## config.mk

```make
export PLATFORM = sky130hd
export DESIGN_NAME = param_reg_file
export DESIGN_NICKNAME = d
export VERILOG_FILES = /design/src/rtl/param_reg_file_pkg.sv /design/src/rtl/param_reg_file_param_reg.sv /design/src/rtl/param_reg_file.sv
export SDC_FILE = /design/constraint.sdc
export NUM_CORES = 1
export LEC_CHECK = 0
export CAP_MARGIN = 20
export CORE_MARGIN = 3
export CORE_UTILIZATION = 34
export CTS_CLUSTER_DIAMETER = 80
export DETAILED_ROUTE_END_ITERATION = 8
export GPL_ROUTABILITY_DRIVEN = 0
export SLEW_MARGIN = 30
export SYNTH_ARGS = -nofsm -noshare
export SYNTH_HDL_FRONTEND = slang
export SYNTH_SLANG_ARGS = --single-unit
export TNS_END_PERCENT = 5
```

## constraint.sdc

```tcl
create_clock -name clk -period 4 [get_ports clk]
set_input_delay 1.2 -clock clk [delete_from_list [all_inputs] [get_ports clk]]
set_output_delay 1.2 -clock clk [all_outputs]
set_load 0.05 [all_outputs]
```

## src/rtl/param_reg_file_pkg.sv

```systemverilog
// Shared CPU constants for the register file: default geometry and the
// write-acceptance rule used by the write decode.
package param_reg_file_pkg;

    // Default data width of every register and data port.
    localparam int N_DEFAULT     = 4;
    // Default number of registers (power of two, at least 2).
    localparam int DEPTH_DEFAULT = 4;
    // Default address width, log2(DEPTH_DEFAULT).
    localparam int AW_DEFAULT    = 2;

    // Width of the accepted-write counter.
    localparam int CNT_W = 8;

    // A write is accepted only outside reset and never to the zero register.
    function automatic logic write_accepted(input logic en, input logic rst, input logic addr_nonzero);
        return en & ~rst & addr_nonzero;
    endfunction

endpackage

```

## src/rtl/param_reg_file_param_reg.sv

```systemverilog
// One N-bit storage word with synchronous active-high reset and load enable.
module param_reg
    import param_reg_file_pkg::*;
#(
    parameter int N = N_DEFAULT
) (
    input  logic         clk,
    input  logic         reset,
    input  logic         load,
    input  logic [N-1:0] d,
    output logic [N-1:0] q
);

    logic [N-1:0] q_r;

    // Storage word: reset clears it, load captures d, otherwise it holds.
    always_ff @(posedge clk) begin
        if (reset) begin
            q_r <= {N{1'b0}};
        end else if (load) begin
            q_r <= d;
        end else begin
            q_r <= q_r;
        end
    end

    assign q = q_r;

endmodule

```

## src/rtl/param_reg_file.sv

```systemverilog
// Two-read, one-write register file with hardwired-zero register 0,
// same-cycle write-to-read bypass and a wrapping accepted-write counter.
module param_reg_file
    import param_reg_file_pkg::*;
#(
    parameter int N     = N_DEFAULT,
    parameter int DEPTH = DEPTH_DEFAULT,
    parameter int AW    = AW_DEFAULT
) (
    input  logic             clk,
    input  logic             reset,
    input  logic             wr_en,
    input  logic [AW-1:0]    wr_addr,
    input  logic [N-1:0]     wr_data,
    input  logic [AW-1:0]    rd_addr_a,
    input  logic [AW-1:0]    rd_addr_b,
    output logic [N-1:0]     rd_data_a,
    output logic [N-1:0]     rd_data_b,
    output logic [CNT_W-1:0] wr_count
);

    logic [DEPTH-1:0][N-1:0] regs_s;
    logic                    accept_s;
    logic                    bypass_a_s;
    logic                    bypass_b_s;
    logic [N-1:0]            rd_a_s;
    logic [N-1:0]            rd_b_s;
    logic [CNT_W-1:0]        wr_count_r;

    assign accept_s = write_accepted(wr_en, reset, (wr_addr != {AW{1'b0}}));

    // Register 0 has no storage; it always reads as zero.
    assign regs_s[0] = {N{1'b0}};

    genvar i;
    generate
        for (i = 1; i < DEPTH; i = i + 1) begin : g_word
            logic load_s;
            assign load_s = accept_s && (wr_addr == AW'(i));
            param_reg #(.N(N)) u_word (
                .clk   (clk),
                .reset (reset),
                .load  (load_s),
                .d     (wr_data),
                .q     (regs_s[i])
            );
        end
    endgenerate

    // Bypass fires only for a live write to the same nonzero address outside reset.
    assign bypass_a_s = wr_en && !reset && (wr_addr == rd_addr_a) && (rd_addr_a != {AW{1'b0}});
    assign bypass_b_s = wr_en && !reset && (wr_addr == rd_addr_b) && (rd_addr_b != {AW{1'b0}});

    // Read port muxes: forward the incoming write data or return stored value.
    always_comb begin
        rd_a_s = {N{1'b0}};
        rd_b_s = {N{1'b0}};
        if (bypass_a_s) begin
            rd_a_s = wr_data;
        end else begin
            rd_a_s = regs_s[rd_addr_a];
        end
        if (bypass_b_s) begin
            rd_b_s = wr_data;
        end else begin
            rd_b_s = regs_s[rd_addr_b];
        end
    end

    assign rd_data_a = rd_a_s;
    assign rd_data_b = rd_b_s;

    // Accepted-write counter, wraps naturally from 255 to 0.
    always_ff @(posedge clk) begin
        if (reset) begin
            wr_count_r <= {CNT_W{1'b0}};
        end else if (accept_s) begin
            wr_count_r <= wr_count_r + 8'd1;
        end else begin
            wr_count_r <= wr_count_r;
        end
    end

    assign wr_count = wr_count_r;

endmodule
```

==> results.toml, run 1 <==
[finish]
diodes = 0
layout.cells.non_filler = 210
finalNetCount = 181
final_cell_mix = "dfxtp_1, nor2_1, clkdlybuf4s50_1, buf_4"
final_common_cell = "dfxtp_1"
drive_gt1_share_pct = 29.52
syn2layout_area_growth_pct = 48.20

[sta]
hold_violations = 0
period_needed_ns = 3.959
timing.fmax_mhz = 252.6
relSlewSlack_pct = 66.98
setup_viol = 0
rsz0062_at_grt = "true"
setup_ws_ns = 0.04097
worst_pin_slew_ns = 0.4938
fin_crit_sh_pct = 98.98
fin_worst_skew_ns = 0.002097
slew_violations = 0

[worst_setup_path]
cp_cell_sequence = "clkdlybuf4s50_1 > buf_6 > xnor2_1 > a32oi_1 > nor2_2 > buf_6 > mux2_2 > buf_6"
cp-end-kind = "output pin"
cpMostUsedCell = "buf_6"
cp.required_ns = 2.80
criticalPathCategory = "in2out"
cpMaxStageDelayCell = "clkdlybuf4s50_1"
max_stage_delay_ns = 0.47
critical_path.max_fanout = 6
cp-start-kind = "input pin"
crit_buf_inv = 4
cp_top_family = "buffers and inverters"
worst_ep_arrival_time_ns = 2.76

[global_route]
grt_first_pass_wirelength_um = 5071
grt_max_degree = 21
track_usage_pct = 15.94
grt_pass1_vias = 1087
grt_overflow = 0
antenna_found_initial = 0

[floorplan]
start_util_pct = 36.68
die_area_um2 = 4108
core_area_um2 = 3128
die_w_um = 64.09
num_rows = 20
io_pins = 29
die_y_um = 64.09

[route]
viasPerCell = 5.076
drcViolationCount = 0
vias = 1066
antenna_left = 0
drtIter0Drc = 31
wl_per_cell_um = 14.51
wirelength_um = 3048
drtPass1Iterations = 4

[place]
place_hpwl_um = 2333
dpl.cell_count = 204
place_ws_ns = -0.1192
port_buffers = 28

[cts]
cts-root-buf = "clkbuf_4"
cts_htree_levels = 1
cts_hold_buffers = 0
clkLatencyLatePin_ns = 0.30
clk_pin_slew_ns = 0.11
cts_buffer_depth = 2
cts_tree = "built"
cts_buffers = 3
cts_num_sinks = 20

[pwr]
leakage_nw = 0.7379
ir_worst_vdd_uv = 142.7
p_per_area_nw_per_um2 = 284.4
power_uw = 483.7

[synth]
synth.distinct_cells = 29
syn_area_um2 = 1147
synth_top_family_by_area = "multiplexers"
synth_top_area_share_pct = 34.90
synth_warnings = 0
synth.area.mux_share_pct = 22.68
yosys-top-cells-area = "dfxtp_1, mux2_2, mux2i_1"
synthSimpleGateAreaFrac_pct = 19.74
seq_area_frac_synth_pct = 34.90
synthAdderAreaFrac_pct = 1.091
synth_compound_area_share_pct = 11.78
synth_top_area_cell = "dfxtp_1"
synth_nets = 139
synth_xor_area_share_pct = 6.107
ys_seq_elements = 20
avgSynthCellArea_um2 = 9.179
synth_cells = 125

[worst_hold_path]
min_path_type = "reg2reg"

[run_status]
status = "finished clean"

[run]
maxCapViolCount = 0
## cell type report
type                       count  area (um2)
multi-input combinational     97       745.7
timing repair buffer          44       442.9
fill                         305        1428
inverter                       1       3.754
clock inverter                 1       30.03
clock buffer                   3       22.52
tap                           44       55.05
sequential                    20       400.4
## metal layers
metal	up-vias	routed length (um)	track usage [%]
li1	532	-	-
met1	508	1337	18.52
met2	21	1568	29.03
met3	5	107	3.339
met4	0	36	4.749
met5	-	0	0
## worst paths after layout
kind / startpoint / endpoint / slack, ns / depth (start not counted)
setup / recovery: rd_addr_a[1] / rd_data_a[0] / 0.04 / 8
hold reg to reg: g_word[2].u_word.q[3]$_SDFFE_PP0P_ / g_word[2].u_word.q[3]$_SDFFE_PP0P_ / 0.50 / 2
setup reg to reg: wr_count[2]$_SDFFE_PP0P_ / wr_count[7]$_SDFFE_PP0P_ / 2.64 / 4
hold / removal: g_word[2].u_word.q[3]$_SDFFE_PP0P_ / g_word[2].u_word.q[3]$_SDFFE_PP0P_ / 0.50 / 2
## Yosys cell counts
| cell | n |
|---|---|
| nor3_1 | 2 |
| buf_6 | 1 |
| mux2_2 | 16 |
| clkbuf_1 | 2 |
| a32oi_1 | 2 |
| a22o_1 | 8 |
| nor4_1 | 1 |
| nand3b_1 | 1 |
| inv_1 | 1 |
| xor2_1 | 1 |
| xnor2_1 | 7 |
| nor2_2 | 2 |
| dfxtp_1 | 20 |
| and4_1 | 1 |
| mux2i_1 | 8 |
| and2b_1 | 2 |
| nor3b_1 | 1 |
| nand2b_2 | 1 |
| nor2b_1 | 2 |
| nand4b_1 | 1 |
| ha_1 | 1 |
| buf_2 | 4 |
| o21ai_0 | 2 |
| nor2_1 | 16 |
| nand3_1 | 7 |
| o311ai_0 | 1 |
| o41ai_1 | 1 |
| a21oi_1 | 4 |
| nand2_1 | 9 |
## registers in the layout (all words and copies together), names as in the netlist
name             cells
g_word.u_word.q     12
wr_count             8
## worst register-to-register path, cell delays in order (launching register included)
cell      delay, ns
dfxtp_1        0.43
and4_1         0.27
nand2_1        0.09
o311ai_0       0.31
o41ai_1        0.15
## where the power goes
| part | switching, mW | internal (mW) | leakage [nW] |
|---|---|---|---|
| clock | 0.0639 | 0.101 | 0.0279 |
| combinational | 0.0556 | 0.0529 | 0.548 |
| sequential | 0.00515 | 0.205 | 0.162 |
## kinds of logic after synthesis
family / Yosys count
compound gates: 18
xor+xnor: 8
fa+ha+maj: 1
buf+inv: 8
flops: 20
mux: 24
simple gates: 46
## metrics by stage
stage | hold WS (ns) | area [um2] | TNS (ns) | util, %
global placement | 0.4493 | 1529 | -0.3574 | 48.88
finish | 0.4972 | 1700 | 0 | 54.36
floorplan | 0.4499 | 1147 | 0 | -
global route | 0.5301 | 1700 | -0.04176 | 54.36
detailed placement | 0.4812 | 1529 | -0.8262 | 48.88
CTS | 0.4983 | 1659 | -0.007838 | 53.04
## what timing repair did
action	in CTS	in global routing
pin swaps	3	4
setup endpoints to repair	8	8
setup buffers	2	0
resized for setup	18	11
(Power assumes the default switching activity.)
==> run 2: changes to the inputs <==
- CORE_MARGIN: 3 -> not set
==> run 2 against run 1 <==
Clock power shrank 30%. First-iteration DRC count increased by 26%. Power fell by 10%. Design area grew 0.44%. Non-clock buffer count did not move. Largest cell class unchanged. Flip-flop and latch count did not move. Cell count unchanged. Largest power group unchanged.
==> results.toml, run 2 (same netlist as run 1, synthesis figures left out) <==
[run_status]
status = "finished clean"

[worst_setup_path]
rrSetupSlack_ns = 2.66
worst_r2r_endpoint = "wr_count[6]$_SDFFE_PP0P_"
cp-start-kind = "input pin"
critical_path.max_fanout = 6
cp.required_ns = 2.80
criticalPathCategory = "in2out"
r2r_start = "wr_count[0]$_SDFFE_PP0P_"
worst_ep_arrival_time_ns = 2.71
reg2reg_depth = 5
cp-end-kind = "output pin"

[finish]
fill_cells = 285
fin_area_um2 = 1708
drive_gt1_share_pct = 30.12
diodes = 0
syn2layout_area_growth_pct = 48.86
largest_register_ffs = 12
finalNetCount = 181
final_cell_mix = "dfxtp_1, nor2_1, clkdlybuf4s50_1, buf_6, buf_4"
final_common_cell = "dfxtp_1"

[global_route]
grt_pass1_vias = 1032
track_usage_pct = 17.95
antenna_found_initial = 0
grt_overflow = 0
grt_first_pass_wirelength_um = 4781
grt_max_degree = 21

[worst_hold_path]
min_path_cells = 1
hp-start = "wr_count[7]$_SDFFE_PP0P_"
min_to = "wr_count[7]$_SDFFE_PP0P_"
min_path_type = "reg2reg"

[route]
drtIter0Drc = 39
vias = 1078
wirelength_um = 2913
drtPass1Iterations = 7
drcViolationCount = 0
antenna_left = 0
wl_per_cell_um = 13.87
viasPerCell = 5.133

[floorplan]
core_area_um2 = 3128
die_w_um = 60.09
io_pins = 29
num_rows = 20
start_util_pct = 36.68
die_y_um = 60.09
die_area_um2 = 3611

[sta]
worst_pin_slew_ns = 0.5097
slew_violations = 0
finalHoldWorstSlack_ns = 0.4834
fin_worst_skew_ns = 0.008462
timing.fmax_mhz = 256.1
setup_viol = 0
fin_setup_tns_ns = 0
relSlewSlack_pct = 65.92
rsz0062_at_grt = "false"
hold_violations = 0
period_needed_ns = 3.905
fin_crit_sh_pct = 97.63
setup_ws_ns = 0.09477

[place]
place_ws_ns = -0.06640
place_hpwl_um = 2112
place_area_um2 = 1521
port_buffers = 28

[cts]
cts_buffers = 3
cts_tree = "built"
cts_num_sinks = 20
cts_htree_levels = 1
clk_pin_slew_ns = 0.10
clkLatencyLatePin_ns = 0.29
cts-root-buf = "clkbuf_4"
cts_hold_buffers = 0
cts_buffer_depth = 2

[pwr]
leakage_nw = 0.7545
ir_worst_vdd_uv = 151.1
power_uw = 434.7
p_per_area_nw_per_um2 = 254.5

[run]
maxCapViolCount = 0
[run 2: worst max-delay path by stage]
stage,depth (start not counted),slack (ns),startpoint,endpoint
2_1_floorplan,6,0.54,wr_addr[1],rd_data_b[0]
3_3_place_gp,7,-0.05,rd_addr_b[1],rd_data_b[3]
3_5_place_dp,7,-0.07,rd_addr_b[1],rd_data_b[0]
4_1_cts,8,-0.02,rd_addr_b[1],rd_data_b[3]
5_1_grt,7,0.03,wr_addr[0],rd_data_a[3]
6_report,7,0.09,wr_addr[0],rd_data_b[3]
[run 2: through the flow]
step           utilization (%)  std cells
2_1_floorplan                -        125
6_report                 54.60        210
3_3_place_gp             48.64        203
4_1_cts                  52.68        210
5_1_grt                  54.60        210
3_5_place_dp             48.64        203
[run 2: power by group]
group	total (mW)	internal (mW)	switching (mW)
registers	0.209	0.205	0.00482
clock network	0.115	0.0554	0.0591
logic	0.111	0.0541	0.0566
total	0.435	0.314	0.121
[run 2: cell type report]
type / instances / area (um2) / share of cell area, %
repair buffers: 44 / 460.4 / 26.96
well taps: 44 / 55.05 / 3.223
multi-input cells: 97 / 752.0 / 44.03
flip-flops and latches: 20 / 400.4 / 23.44
clock buffers: 4 / 36.28 / 2.125
inverters: 1 / 3.754 / 0.2198
[run 2: worst max-delay path, stage by stage]
cell	delay, ns
clkdlybuf4s50_1	0.43
buf_4	0.17
a32oi_1	0.25
nor2_2	0.07
buf_6	0.14
mux2_4	0.30
buf_8	0.15
[run 2: routing by layer]
layer / GRT usage (%) / up-vias / wire, um
met5: 0 / - / 0
li1: - / 528 / -
met2: 30.79 / 35 / 1401
met1: 21.38 / 505 / 1318
met4: 8.970 / 0 / 61
met3: 3.030 / 10 / 131
[run 2: repair_timing]
item / 4_1_cts / 5_1_grt
endpoints found under the setup margin: 8 / 8
buffers inserted: 3 / 0
resized for setup: 18 / 16
pin swaps: 4 / 4
==> run 3: changes to the inputs <==
- CORE_UTILIZATION: 34 -> 35
==> run 3 against run 2 <==
Clock skew up 0.0017 ns. Register-to-register slack worse by 0.02 ns. Clock-buffer cell count down 1. Sequential share of layout area up 1.4 points. Combinational power down 8%. Largest cell class unchanged. Highest routed layer unchanged.
==> results.toml, run 3 (same netlist as run 1, synthesis figures left out) <==
[worst_setup_path]
worst_ep_arrival_time_ns = 2.67
cp-end-kind = "output pin"
rrSetupSlack_ns = 2.64
cp-start-kind = "input pin"
r2r_start = "wr_count[0]$_SDFFE_PP0P_"
reg2reg_depth = 5
criticalPathCategory = "in2out"
critical_path.max_fanout = 4
cp.required_ns = 2.80
worst_r2r_endpoint = "wr_count[6]$_SDFFE_PP0P_"

[route]
wl_per_cell_um = 13.99
vias = 1055
drcViolationCount = 0
viasPerCell = 5.146
antenna_left = 0
wirelength_um = 2867
drtIter0Drc = 14
drtPass1Iterations = 4

[pwr]
leakage_nw = 0.7048
ir_worst_vdd_uv = 151.5
p_per_area_nw_per_um2 = 250.6

[cts]
cts_tree = "built"
cts_buffer_depth = 2
cts_buffers = 3
cts_num_sinks = 20
cts-root-buf = "clkbuf_4"
clkLatencyLatePin_ns = 0.29
cts_htree_levels = 1
clk_pin_slew_ns = 0.10

[place]
port_buffers = 28
place_hpwl_um = 2205
dpl.cell_count = 202
place_area_um2 = 1514

[sta]
period_needed_ns = 3.865
hold_violations = 0
relSlewSlack_pct = 66.73
rsz0062_at_grt = "false"
worst_pin_slew_ns = 0.4975
fin_crit_sh_pct = 96.63
fin_worst_skew_ns = 0.01016
setup_viol = 0
timing.fmax_mhz = 258.7
slew_violations = 0

[finish]
multi_input_area_um2 = 748.2
diodes = 0
finalNetCount = 177
fin_area_um2 = 1610
drive_gt1_share_pct = 28.57
final_cell_mix = "dfxtp_1, nor2_1, buf_4, clkdlybuf4s50_1, mux2_2"
final_common_cell = "dfxtp_1"
syn2layout_area_growth_pct = 40.35
fin_util_pct = 52.32
largest_register_ffs = 12
layout.cells.non_filler = 205
register_area_um2 = 400.4
fill_cells = 305

[floorplan]
num_rows = 20
io_pins = 29
die_area_um2 = 3511
die_y_um = 59.26
core_area_um2 = 3078
die_w_um = 59.26
start_util_pct = 37.28

[run_status]
status = "finished clean"

[worst_hold_path]
hp-start = "g_word[2].u_word.q[3]$_SDFFE_PP0P_"
min_path_cells = 2
min_to = "g_word[2].u_word.q[3]$_SDFFE_PP0P_"
min_path_type = "reg2reg"

[run]
maxCapViolCount = 0

[global_route]
antenna_found_initial = 0
grt_first_pass_wirelength_um = 4560
grt_pass1_vias = 996
track_usage_pct = 17.44
grt_max_degree = 21
grt_overflow = 0
run 3: worst max-delay path: stages:
cell and delay (ns):
dlygate4sd2_1 0.35, nor2b_4 0.24, a32oi_1 0.08, nor2_2 0.23, mux2_2 0.37, buf_4 0.19
run 3: through the flow:
| stage | setup WS, ns | power [mW] | hold slack [ns] | setup TNS (ns) |
|---|---|---|---|---|
| floorplan | 0.5381 | 0.2710 | 0.4499 | 0 |
| global placement | -0.1727 | 0.3092 | 0.4486 | -1.182 |
| detailed placement | -0.1559 | 0.3107 | 0.4669 | -1.102 |
| CTS | -0.06983 | 0.4045 | 0.4812 | -0.1910 |
| global route | 0.07363 | 0.4282 | 0.5226 | 0 |
| finish | 0.1350 | 0.4035 | 0.4805 | 0 |
run 3: routing by layer:
metal  wire length, um  up-vias  track usage (%)  part of all wire (%)
met5                 0        -                0                     0
met4                72        0            10.20                   2.5
met3                72        8            1.310                   2.5
met2              1385       25            28.25                    48
met1              1337      503            22.62                    47
li1                  -      519                -                     -
run 3: how the worst max path moves through the flow:
stage / from / endpoint / slack [ns] / depth (start not counted)
2_1_floorplan: wr_addr[1] / rd_data_b[0] / 0.54 / 6
3_3_place_gp: wr_addr[1] / rd_data_a[2] / -0.17 / 6
3_5_place_dp: wr_addr[1] / rd_data_a[3] / -0.16 / 6
4_1_cts: rd_addr_a[1] / rd_data_a[3] / -0.07 / 7
5_1_grt: wr_addr[1] / rd_data_b[3] / 0.07 / 6
6_report: wr_addr[1] / rd_data_b[2] / 0.13 / 6
run 3: layout make-up:
| class | count | area share (%) |
|---|---|---|
| clock buffer | 3 | 1.399 |
| inverter | 1 | 0.2331 |
| multi-input combinational | 97 | 46.46 |
| sequential | 20 | 24.86 |
| tap | 44 | 3.419 |
| timing repair buffer | 40 | 23.62 |
run 3: power breakdown:
| group | leakage, nW | switching, mW | internal, mW |
|---|---|---|---|
| Combinational | 0.529 | 0.0543 | 0.0476 |
| Sequential | 0.162 | 0.00548 | 0.205 |
| Clock | 0.0138 | 0.0564 | 0.0350 |
run 3: what timing repair did:
| item | in CTS | in global routing |
|---|---|---|
| buffers inserted | 0 | 1 |
| pin swaps | 1 | 3 |
| gates resized for setup | 7 | 15 |
| endpoints found under the setup margin | 8 | 8 |
| hold buffers | 0 | 0 |
